**src/rtl/mem_access_unit.sv**
```systemverilog
// rtl/mem_access_unit.sv - load/store unit with byte/half read-modify-write over a word memory
module mem_access_unit (
  input  logic        clk,
  input  logic        rst,
  input  logic        req,
  input  logic        req_we,
  input  logic [1:0]  req_size,
  input  logic        req_unsigned,
  input  logic [31:0] req_addr,
  input  logic [31:0] req_wdata,
  output logic        busy,
  output logic        done,
  output logic [31:0] rdata,
  output logic        misalign,
  output logic [9:0]  mem_addr,
  output logic [31:0] mem_din,
  output logic        mem_we,
  input  logic [31:0] mem_dout
);

  localparam logic [2:0] S_IDLE = 3'd0;
  localparam logic [2:0] S_RD   = 3'd1;
  localparam logic [2:0] S_WR   = 3'd2;
  localparam logic [2:0] S_DONE = 3'd3;
  localparam logic [2:0] S_ERR  = 3'd4;

  logic [2:0]  state, state_nxt;
  logic        we_q, uns_q;
  logic [1:0]  size_q;
  logic [11:0] addr_q;
  logic [31:0] wdata_q, buf_q;
  logic        mis_req;
  logic [31:0] merged;
  logic [7:0]  byte_sel;
  logic [15:0] half_sel;
  logic        unused_addr;

  // Only the low 4 KiB window is addressable.
  assign unused_addr = &{1'b0, req_addr[31:12]};

  always_comb begin
    mis_req = (req_size == 2'b11) ||
              (req_size == 2'b01 && req_addr[0]) ||
              (req_size == 2'b10 && req_addr[1:0] != 2'b00);
  end

  always_comb begin
    state_nxt = S_IDLE;
    case (state)
      S_IDLE: begin
        if (!req)                               state_nxt = S_IDLE;
        else if (mis_req)                       state_nxt = S_ERR;
        else if (req_we && req_size == 2'b10)   state_nxt = S_WR;
        else                                    state_nxt = S_RD;
      end
      S_RD:    state_nxt = we_q ? S_WR : S_DONE;
      S_WR:    state_nxt = S_DONE;
      default: state_nxt = S_IDLE;
    endcase
  end

  always_ff @(posedge clk or posedge rst) begin
    if (rst) begin
      state   <= S_IDLE;
      we_q    <= 1'b0;
      uns_q   <= 1'b0;
      size_q  <= 2'b00;
      addr_q  <= 12'd0;
      wdata_q <= 32'd0;
      buf_q   <= 32'd0;
    end else begin
      state <= state_nxt;
      if (state == S_IDLE && req) begin
        we_q    <= req_we;
        uns_q   <= req_unsigned;
        size_q  <= req_size;
        addr_q  <= req_addr[11:0];
        wdata_q <= req_wdata;
      end
      if (state == S_RD)
        buf_q <= mem_dout;
    end
  end

  // Sub-word stores replace only the addressed lane(s) of the word read in RD.
  always_comb begin
    merged = buf_q;
    case (size_q)
      2'b00: begin
        case (addr_q[1:0])
          2'd0:    merged[7:0]   = wdata_q[7:0];
          2'd1:    merged[15:8]  = wdata_q[7:0];
          2'd2:    merged[23:16] = wdata_q[7:0];
          default: merged[31:24] = wdata_q[7:0];
        endcase
      end
      2'b01: begin
        if (addr_q[1]) merged[31:16] = wdata_q[15:0];
        else           merged[15:0]  = wdata_q[15:0];
      end
      default: merged = wdata_q;
    endcase
  end

  always_comb begin
    case (addr_q[1:0])
      2'd0:    byte_sel = buf_q[7:0];
      2'd1:    byte_sel = buf_q[15:8];
      2'd2:    byte_sel = buf_q[23:16];
      default: byte_sel = buf_q[31:24];
    endcase
    half_sel = addr_q[1] ? buf_q[31:16] : buf_q[15:0];
  end

  always_comb begin
    rdata = 32'd0;
    if (state == S_DONE && !we_q) begin
      case (size_q)
        2'b00:   rdata = {{24{~uns_q & byte_sel[7]}}, byte_sel};
        2'b01:   rdata = {{16{~uns_q & half_sel[15]}}, half_sel};
        default: rdata = buf_q;
      endcase
    end
  end

  assign busy     = (state != S_IDLE);
  assign done     = (state == S_DONE) || (state == S_ERR);
  assign misalign = (state == S_ERR);
  assign mem_we   = (state == S_WR);
  assign mem_addr = busy ? addr_q[11:2] : 10'd0;
  assign mem_din  = (state == S_WR) ? merged : 32'd0;

endmodule

```
**config.mk**
```make
export PLATFORM = sky130hd
export DESIGN_NAME = mem_access_unit
export DESIGN_NICKNAME = d
export VERILOG_FILES = /design/src/rtl/mem_access_unit.sv
export SDC_FILE = /design/constraint.sdc
export NUM_CORES = 1
export LEC_CHECK = 0
export CAP_MARGIN = 20
export CORE_UTILIZATION = 30
export DETAILED_ROUTE_END_ITERATION = 10
export PLACE_DENSITY = 0.69
export SETUP_SLACK_MARGIN = 0.4
export SKIP_LAST_GASP = 1
export SLEW_MARGIN = 20
export SYNTH_ARGS = -nofsm -noshare
export SYNTH_HDL_FRONTEND = slang
export SYNTH_SLANG_ARGS = --single-unit
export TNS_END_PERCENT = 50
```
**constraint.sdc**
```tcl
create_clock -name clk -period 3.4 [get_ports clk]
set_clock_uncertainty 0.05 [all_clocks]
set_input_delay 1.02 -clock clk [delete_from_list [all_inputs] [get_ports clk]]
set_output_delay 1.02 -clock clk [all_outputs]
set_load 0.01 [all_outputs]
```
* Word-level counts from Yosys, hierarchy flattened
Index checks and enable logic that the tools add are counted.
Word-level totals: output and inout port bits 78, input bits 103, word-level logic and storage cells 53, register bits 83
Operators by class: bitwise gates (word level) 3, reductions and logical operators 15, multiplexer cells 18, eq/ne operators 10
Operator list (count):
- $pmux 32 s2 | 2
- $mux 32 | 2
- $mux 16 | 3
- $mux 8 | 4
- $pmux 8 s3 | 1
- $mux 10 | 1
- $pmux 3 s3 | 1
- $eq 2x1->1 const B | 3
- $eq 2x2->1 const B | 3
- $eq 3x2->1 const B | 2
- $mux 3 | 2
- $logic_and 1x1->1 | 5
- $logic_not 2->1 | 2
- $eq 3x1->1 const B | 1
- $eq 3x3->1 const B | 1
- $logic_not 3->1 | 1
- $logic_or 1x1->1 | 3
- $reduce_bool 3->1 | 1
- $reduce_or 3->1 | 1
- $and 1x1->1 | 2
- $mux 2 | 1
- $reduce_bool 2->1 | 1
- $logic_not 1->1 | 1
- $mux 1 | 1
- $not 1->1 | 1

* Logic depth before layout (Yosys ltp)
Gate-level depths: netlist of run 1.
depth after elaboration 7, gate-level depth with buffers 7, mapped depth without buffers 4

* Worst setup path before layout of run 1
Ideal clock, no wire load.
kind reg-to-output, from register size_q[0], to output rdata[10], required time 2.330 ns, setup slack 0.760 ns, buffers on the path 1, cell stages (with the launch flop) 6, arrival time 1.570 ns, cell sequence dfrtp_1 -> buf_6 -> or3_4 -> o22ai_4 -> a21oi_2 -> a221oi_2
Between the ends: word-level cells in the longest chain between the ends 3, elaborated cells on any way between the ends 4, classes of those cells eq/ne (1); mux (2); reduce/logical (1)
RTL lines:
- from (decl) | line 29 | logic [1:0] size_q;
- from (signal assigned) | line 76 | size_q <= req_size;
- $eq 2x1->1 / $logic_not 2->1 (equally long branches) | line 118 | case (size_q)
- $pmux 32 s2 * | line 118
- $mux 32 * | line 117 | if (state == S_DONE && !we_q) begin
- to (decl) | line 13 | output logic [31:0] rdata,
Mark *: on every way between the ends. The rest lies on a longest branch, timed or not.

* Worst setup path in the final report of run 1
from register addr_q[1], to output rdata[25]
Between the ends: word-level cells in the longest chain between the ends 5, elaborated cells on any way between the ends 9, classes of those cells eq/ne (2); mux (4); bitwise (2); reduce/logical (1)
RTL lines:
- from (decl) | line 30 | logic [11:0] addr_q;
- from (signal assigned) | line 77 | addr_q <= req_addr[11:0];
- $eq 2x2->1 (tied with other cells) | line 106 | case (addr_q[1:0])
- $pmux 8 s3 | line 106
- $and 1x1->1 | line 119 | 2'b00: rdata = {{24{~uns_q & byte_sel[7]}}, byte_sel};
- $pmux 32 s2 * | line 118
- $mux 32 * | line 117
Marked as above.

==> results of run 1 <==
## area by class of cell
class	count	area, µm²
clock buffer	12	267
multi-input combinational	371	3010
tap	220	275
inverter	30	134
timing repair buffer	225	2150
fill	1512	8580
sequential	83	2080
clock inverter	4	33.8
## path summary, 6_finish.rpt
kind	end	cells after the start	start
min in group asynchronous	buf_q[7]	2	rst
min reg2reg	addr_q[11]	1	addr_q[11]
min	addr_q[11]	1	addr_q[11]
max in group asynchronous	wdata_q[30]	3	rst
max reg2reg	wdata_q[14]	7	state[2]
max	rdata[25]	8	addr_q[1]
## power by group through the flow
stage,Sequential [µW],Clock [µW],Combinational (µW)
final,2130,982,5020
after global routing,2170,1040,5370
after CTS,2060,1000,4650
after detailed placement,2050,0,4080
after global placement,2040,0,4030
after floorplan,1790,0,2680
## stage by stage
| step | worst slack, ns | TNS [ns] | instance area (µm²) |
|---|---|---|---|
| 3_3_place_gp | -0.106 | -0.156 | 7000 |
| 5_1_grt | 0.122 | 0 | 7950 |
| 6_report | 0.190 | 0 | 7950 |
| 4_1_cts | 0.191 | 0 | 7770 |
| 2_1_floorplan | 0.760 | 0 | 5070 |
| 3_5_place_dp | -0.115 | -0.371 | 7000 |
## flip-flops by register name, summed over array words and instances, names as in the netlist
signal   flops
wdata_q     32
buf_q       32
uns_q        1
we_q         1
state        3
size_q       2
addr_q      12
## kinds of logic (layout without fill, tap and decap cells)
family          count (synthesis)  count (layout)  share of synthesized area
compound gates                159             159                      0.215
buf+inv                        72             271                     0.0640
mux                            80              80                      0.189
simple gates                  131             132                      0.122
flops                          83              83                      0.410
## placed cells by master (no fill, tap or decap), types with 8 or more instances in the layout
master,netlist,layout
clkdlybuf4s50_1,0,96
mux2i_1,18,11
dlygate4sd2_1,0,16
buf_12,0,9
nand3_1,15,15
o22ai_1,8,8
nor2b_1,14,12
buf_4,4,43
buf_6,3,10
o21ai_0,61,60
mux2_2,55,55
a22oi_1,12,12
dfrtp_1,83,79
nor2_1,31,29
nand2_1,50,48
clkbuf_16,0,9
clkdlybuf4s15_2,0,8
inv_1,29,25
a21oi_2,11,16
buf_2,13,30
a21oi_1,22,14
## per-layer routing
metal	vias to the layer above	wire length (µm)	track usage
li1	2281	-	-
met4	0	644	0.0891
met1	2527	7610	0.289
met5	-	0	0
met3	45	2110	0.0704
met2	285	8570	0.323
## worst register-to-register path, delay by kind of cell (launching register included)
kind / cells / cell delay, ns
buf+inv: 4 / 0.80
mux: 1 / 0.38
simple gates: 2 / 0.52
flops: 1 / 0.38
## repair_timing
item,4_1_cts,5_1_grt
cloned,5,0
endpoints found under the setup margin,65,76
pin swaps,19,16
resized for setup,222,71
setup buffers,21,10
==> impl_metrics.toml, run 1 <==
[clocking]
numCtsBuffers = 9
hold_buffers = 0
clkTransAtPathRegs_ns = 0.07
cts_tree = "yes"
clockBufferDepth = 2
clkLatencyLatePin_ns = 0.35
htreeDepth = 3
clock-sinks = 83
clockRootBuffer = "clkbuf_16"

[routing]
antenna_left = 0
drtIter0Drc = 479
wl_per_cell_um = 20.0
drc = 0
via_per_inst = 5.44
drtPass1Iterations = 5
drt_wl_total_mm = 18.9
num_vias = 5138

[logic_synthesis]
synth_area_um2 = 5060
synth_area_leaders = "dfrtp_1 (41%), mux2_2 (12%), o21ai_0 (6.0%)"
yosys.area.top_type = "dfrtp_1"
yosys_warnings = 0
synthTopCellsByCount = "dfrtp_1 (83), o21ai_0 (61), mux2_2 (55)"
ys_seq_elements = 83
synth-edff-count = 0
yosysSeqAreaShare = 0.410
synth.distinct_cells = 47
yosysMostFrequentCell = "dfrtp_1"
syn_inst = 525
mappedNetlistNets = 628
synth_top_area_share = 0.410
synthArstFlopShare = 1.00
syn_area_per_cell_um2 = 9.65
synthFlopType = "dfrtp_1"

[timing]
period_share = 0.944
fmaxAchievable_mhz = 312
slew_headroom = 0.514
hold_ws_ns = 0.448
setup-violations-final = 0
rsz0062_at_grt = "yes"
period_needed_ns = 3.21
worst_pin_slew_ns = 0.728
drv_slew = 0
hold_viol_final = 0

[power_and_ir_drop]
peakVddDrop_v = 0.000536
power.share.sequential = 0.262
p_int_uw = 4550
power_density_nw_per_um2 = 1020
switching_power_uw = 3580
combPwrFrac = 0.617
switching_share = 0.440
total_power_uw = 8130
clkPwrFrac = 0.121
total_leakage_power_uw = 0.00332

[finish]
drive_above_1_share = 0.366
synthToLayoutAreaGrowth_pct = 56.9
nets = 823
diodes = 0
final_cells = 945
final_util = 0.481

[grt]
antenna_found_initial = 0
grt_pass1_wl_mm = 28.6
grt_max_degree = 56
grt_pass1_vias = 4930
grt_overflow = 0
grt.total_usage = 0.217

[floorplanning]
rows = 47
initial_core_util = 0.307
die_h_um = 132
die_area_um2 = 17400
io_pins = 181
die_w_um = 132
core_um2 = 16500

[critical_path]
crit_path_cell_trace = "buf_4 > mux2i_1 > nor2b_1 > o311ai_4 > buf_12 > buf_12 > a21oi_2 > buf_2"
ff2ff_setup_slack_ns = 1.15
worstSetupEndpointType = "output port"
crit_family = "buffers and inverters"
crit_path_top_delay_cell = "dfrtp_2"
path_buf_inv = 4
path_class = "reg2out"
cpPeakStageDelay_ns = 0.47
critPathMaxFanout = 7
critPathArrivalTime_ns = 2.14
cp.required_ns = 2.33
critPathLaunchType = "flop"
cp_common_cell = "buf_12"

[hold_path]
holdCritPathClass = "reg2reg"

[job]
maxCapViolations = 0

[place]
hpwlAfterDp_mm = 12.8
place_inst = 893
io_buffers = 160
place_congestion = 0.903

[status]
status = "finished clean"
(Power assumes the default switching activity.)
==> run 2, diff against run 1 <==
--- a/config.mk
+++ b/config.mk
@@ -5,8 +5,10 @@
 export SDC_FILE = /design/constraint.sdc
 export NUM_CORES = 1
 export LEC_CHECK = 0
+export ABC_CLOCK_PERIOD_IN_PS = 3400
 export CAP_MARGIN = 20
 export CORE_UTILIZATION = 30
+export CTS_BUF_LIST = sky130_fd_sc_hd__clkbuf_8
 export DETAILED_ROUTE_END_ITERATION = 10
 export PLACE_DENSITY = 0.69
 export SETUP_SLACK_MARGIN = 0.4
==> impl_metrics.toml, run 2 (synthesis gave the netlist of run 1 again) <==
[place]
hpwlAfterDp_mm = 12.8
place_inst = 893
io_buffers = 160
dpl_cell_area_um2 = 7000
place_congestion = 0.903

[status]
status = "finished clean"

[finish]
reg_top3 = "buf_q: 32 flops, wdata_q: 32 flops, addr_q: 12 flops"
multi_input_area_um2 = 3030
fin_area_um2 = 7840
nFillCells = 1534
synthToLayoutAreaGrowth_pct = 54.7
regArea_um2 = 2080
drive_above_1_share = 0.363
final_util = 0.474
nets = 822
final_cells = 944
layout_common_cells = "clkdlybuf4s50_1 (96), dfrtp_1 (79), o21ai_0 (61)"
diodes = 0
final_common_cell = "clkdlybuf4s50_1"

[power_and_ir_drop]
peakVddDrop_v = 0.000433
power.share.sequential = 0.270
switching_power_uw = 3540
total_leakage_power_uw = 0.00326
switching_share = 0.453
clkPwrFrac = 0.093
power_density_nw_per_um2 = 997
p_int_uw = 4270
combPwrFrac = 0.637

[floorplanning]
die_h_um = 132
io_pins = 181
rows = 47
initial_core_util = 0.307
core_um2 = 16500
die_w_um = 132
die_area_um2 = 17400

[timing]
hold_viol_final = 0
period_share = 0.959
worst_pin_slew_ns = 0.726
fmaxAchievable_mhz = 307
period_needed_ns = 3.26
rsz0062_at_grt = "yes"
setup-violations-final = 0
drv_slew = 0
slew_headroom = 0.515

[critical_path]
worstSetupEndpointType = "output port"
path_class = "reg2out"
crit_path_top_delay_cell = "dfrtp_2"
critPathMaxFanout = 7
cpPeakStageDelay_ns = 0.46
critPathLaunchType = "flop"
critPathArrivalTime_ns = 2.19
cp.required_ns = 2.33
crit_path_cell_trace = "or3b_1 > o22ai_4 > a21oi_4 > a221oi_2 > buf_2"

[clocking]
clockRootBuffer = "clkbuf_8"
clkTransAtPathRegs_ns = 0.09
clkLatencyLatePin_ns = 0.38
hold_buffers = 0
clock-sinks = 83
clockBufferDepth = 2
cts_tree = "yes"
numCtsBuffers = 9
htreeDepth = 3

[grt]
grt_pass1_vias = 4957
grt_max_degree = 56
antenna_found_initial = 0
grt_overflow = 0
grt.total_usage = 0.217
grt_pass1_wl_mm = 28.6

[hold_path]
holdCritPathClass = "reg2reg"

[routing]
via_per_inst = 5.39
antenna_left = 0
num_vias = 5090
drtIter0Drc = 543
drtPass1Iterations = 8
drt_wl_total_mm = 18.8
wl_per_cell_um = 19.9
drc = 0

[job]
maxCapViolations = 0
run 2: cell count changes in the layout (fill, tap and decap cells not counted), moves of 2 or more:
cell,delta
clkbuf_8,+9
clkbuf_16,-8
a21oi_4,+3
clkdlybuf4s15_2,-3
a21oi_2,-2
buf_4,-2
buf_6,+2
nand2_1,+2
run 2: critical path: cells and delay by family (launching register included):
| kind | cells | cell delay (ns) |
|---|---|---|
| AOI/OAI and AO/OA | 3 | 0.72 |
| buffers and inverters | 1 | 0.20 |
| DFF | 1 | 0.46 |
| and+or+nand+nor | 1 | 0.42 |
run 2: worst paths after layout:
check | depth (start not counted) | end | slack (ns) | from
max in group asynchronous | 3 | buf_q[13] | 1.66 | rst
setup reg to reg | 7 | wdata_q[14] | 1.13 | state[2]
hold reg to reg | 1 | addr_q[11] | 0.45 | addr_q[11]
setup / recovery | 5 | rdata[10] | 0.14 | size_q[1]
min in group asynchronous | 2 | buf_q[7] | 1.05 | rst
hold / removal | 1 | addr_q[11] | 0.45 | addr_q[11]
run 2: layout make-up:
| class | instances | area share |
|---|---|---|
| tap | 220 | 0.0351 |
| sequential | 83 | 0.266 |
| multi-input combinational | 371 | 0.386 |
| clock inverter | 4 | 0.00431 |
| clock buffer | 12 | 0.0211 |
| inverter | 30 | 0.0171 |
| timing repair buffer | 224 | 0.270 |
run 2: routing by layer:
layer | up-vias | GRT usage | wire length [µm]
li1 | 2268 | - | -
met1 | 2488 | 0.286 | 7660
met2 | 282 | 0.325 | 8470
met3 | 52 | 0.0707 | 1960
met4 | 0 | 0.0911 | 663
met5 | - | 0 | 0
run 2: timing repair:
item / in CTS / in global routing
pin swaps: 18 / 15
gates resized for setup: 218 / 77
setup endpoints to repair: 65 / 78
gates cloned: 4 / 1
setup buffers: 21 / 9
run 2: stage by stage:
stage | power, µW | hold WS, ns | worst slack (ns) | TNS (ns)
after floorplan | 4470 | 0.423 | 0.760 | 0
after global placement | 6060 | 0.432 | -0.106 | -0.156
after detailed placement | 6140 | 0.438 | -0.115 | -0.371
after CTS | 7390 | 0.460 | 0.151 | 0
after global routing | 8290 | 0.472 | 0.0800 | 0
final | 7820 | 0.453 | 0.138 | 0
run 2: power by group through the flow:
stage | sequential [µW] | clock, µW | combinational, µW
after floorplan | 1790 | 0 | 2680
after global placement | 2040 | 0 | 4030
after detailed placement | 2050 | 0 | 4080
after CTS | 2060 | 739 | 4600
after global routing | 2160 | 785 | 5350
final | 2110 | 723 | 4980
==> run 3, diff against run 2 <==
--- a/config.mk
+++ b/config.mk
@@ -5,12 +5,12 @@
 export SDC_FILE = /design/constraint.sdc
 export NUM_CORES = 1
 export LEC_CHECK = 0
-export ABC_CLOCK_PERIOD_IN_PS = 3400
+export ABC_CLOCK_PERIOD_IN_PS = 3500
 export CAP_MARGIN = 20
 export CORE_UTILIZATION = 30
 export CTS_BUF_LIST = sky130_fd_sc_hd__clkbuf_8
 export DETAILED_ROUTE_END_ITERATION = 10
-export PLACE_DENSITY = 0.69
+export PLACE_DENSITY = 0.66
 export SETUP_SLACK_MARGIN = 0.4
 export SKIP_LAST_GASP = 1
 export SLEW_MARGIN = 20
==> constraint.sdc (replaced) <==
create_clock -name clk -period 3.5 [get_ports clk]
set_clock_uncertainty 0.05 [all_clocks]
set_input_delay 1.05 -clock clk [delete_from_list [all_inputs] [get_ports clk]]
set_output_delay 1.05 -clock clk [all_outputs]
set_load 0.01 [all_outputs]
==> impl_metrics.toml, run 3 (synthesis gave the netlist of run 1 again) <==
[status]
status = "finished clean"

[power_and_ir_drop]
peakVddDrop_v = 0.000420
total_leakage_power_uw = 0.00330
power.share.sequential = 0.272
switching_share = 0.461
p_int_uw = 4030
switching_power_uw = 3450
clkPwrFrac = 0.088
power_density_nw_per_um2 = 968
combPwrFrac = 0.640

[finish]
reg_top3 = "buf_q: 32 flops, wdata_q: 32 flops, addr_q: 12 flops"
synthToLayoutAreaGrowth_pct = 52.4
nets = 825
final_common_cell = "clkdlybuf4s50_1"
nFillCells = 1556
diodes = 0
drive_above_1_share = 0.370
layout_common_cells = "clkdlybuf4s50_1 (96), dfrtp_1 (81), o21ai_0 (61)"
regArea_um2 = 2080
final_util = 0.467
multi_input_area_um2 = 3010

[hold_path]
holdCritPathClass = "reg2reg"

[floorplanning]
die_area_um2 = 17400
core_um2 = 16500
io_pins = 181
die_w_um = 132
initial_core_util = 0.307
rows = 47
die_h_um = 132

[timing]
setup-violations-final = 0
worst_pin_slew_ns = 0.688
rsz0062_at_grt = "yes"
period_needed_ns = 3.34
drv_slew = 0
slew_headroom = 0.540
period_share = 0.955
fmaxAchievable_mhz = 299
hold_viol_final = 0
fin_tns_setup_ns = 0

[grt]
grt_pass1_vias = 5158
grt.total_usage = 0.216
antenna_found_initial = 0
grt_overflow = 0
grt_pass1_wl_mm = 28.6
grt_max_degree = 56

[place]
io_buffers = 160
place_congestion = 0.864
hpwlAfterDp_mm = 13.3

[routing]
via_per_inst = 5.31
drtIter0Drc = 498
antenna_left = 0
drt_wl_total_mm = 19.0
drtPass1Iterations = 5
drc = 0
num_vias = 5030
wl_per_cell_um = 20.1

[critical_path]
crit_family = "buffers and inverters"
crit_path_cell_trace = "buf_6 > mux2i_4 > o22ai_4 > buf_6 > o311ai_4 > buf_12 > buf_8 > a21oi_2 > buf_2"
cp.required_ns = 2.40
path_buf_inv = 5
cp_common_cell = "buf_6"
cpPeakStageDelay_ns = 0.44
path_class = "reg2out"
crit_path_top_delay_cell = "dfrtp_1"
critPathArrivalTime_ns = 2.24
worstSetupEndpointType = "output port"
critPathLaunchType = "flop"
critPathMaxFanout = 4

[clocking]
htreeDepth = 3
hold_buffers = 0
clockRootBuffer = "clkbuf_8"
clock-sinks = 83
clockBufferDepth = 2
numCtsBuffers = 9
clkLatencyLatePin_ns = 0.38
cts_tree = "yes"
clkTransAtPathRegs_ns = 0.10

[job]
maxCapViolations = 0
run 3: cell count changes in the layout (fill, tap and decap cells not counted), moves of 4 or more:
| cell | previous run | this run |
|---|---|---|
| mux2i_4 | 6 | 2 |
| a2bb2oi_2 | 0 | 4 |
| buf_2 | 31 | 38 |
| a2bb2oi_1 | 7 | 3 |
| a21oi_2 | 14 | 19 |
| clkdlybuf4s15_2 | 5 | 1 |
run 3: worst paths after layout:
| path | endpoint | startpoint | slack (ns) | depth (start not counted) |
|---|---|---|---|---|
| setup / recovery | rdata[23] | addr_q[0] | 0.16 | 9 |
| hold / removal | addr_q[2] | addr_q[2] | 0.46 | 1 |
| setup reg to reg | wdata_q[11] | state[2] | 1.50 | 6 |
| hold reg to reg | addr_q[2] | addr_q[2] | 0.46 | 1 |
| max in group asynchronous | wdata_q[11] | rst | 1.67 | 3 |
| min in group asynchronous | buf_q[30] | rst | 1.06 | 2 |
run 3: through the flow:
| stage | cells | power [µW] | area [µm²] | worst slack, ns | hold WS (ns) |
|---|---|---|---|---|---|
| floorplan | 525 | 4340 | 5070 | 0.830 | 0.423 |
| global placement | 897 | 5960 | 7020 | 0.121 | 0.433 |
| detailed placement | 897 | 6030 | 7020 | 0.0684 | 0.441 |
| CTS | 936 | 7010 | 7440 | 0.140 | 0.463 |
| global route | 947 | 7920 | 7720 | 0.115 | 0.481 |
| finish | 947 | 7480 | 7720 | 0.158 | 0.456 |
run 3: worst reg2reg max path: cells and delay by family, from the launching register on:
| family | cells | cell delay (ns) |
|---|---|---|
| buffers and inverters | 3 | 0.65 |
| multiplexers | 1 | 0.38 |
| AND/OR/NAND/NOR | 2 | 0.39 |
| flip-flops | 1 | 0.41 |
run 3: layout make-up:
| cell class | instances | share of cell area |
|---|---|---|
| Timing Repair Buffer | 228 | 0.266 |
| Tap cell | 220 | 0.0357 |
| Sequential cell | 83 | 0.269 |
| Inverter | 30 | 0.0169 |
| Clock inverter | 7 | 0.00681 |
| Clock buffer | 9 | 0.0160 |
| Multi-Input combinational cell | 370 | 0.389 |
run 3: what timing repair did:
| item | CTS | global route |
|---|---|---|
| pin swaps | 16 | 7 |
| hold endpoints to repair | 0 | 0 |
| setup buffers | 23 | 10 |
| resized for setup | 212 | 79 |
| gates cloned | 0 | 1 |
| endpoints found under the setup margin | 65 | 65 |
run 3: per-layer routing:
metal / part of all wire / vias up / GRT usage
li1: - / 2277 / -
met1: 0.44 / 2512 / 0.283
met2: 0.47 / 205 / 0.346
met3: 0.066 / 36 / 0.0542
met4: 0.023 / 0 / 0.0743
met5: 0 / - / 0
run 3: power by group through the flow:
stage / Combinational [µW] / Sequential, µW / Clock, µW
global placement: 3970 / 1990 / 0
global route: 5120 / 2080 / 716
detailed placement: 4020 / 2010 / 0
CTS: 4340 / 1990 / 676
finish: 4790 / 2030 / 658
floorplan: 2600 / 1740 / 0
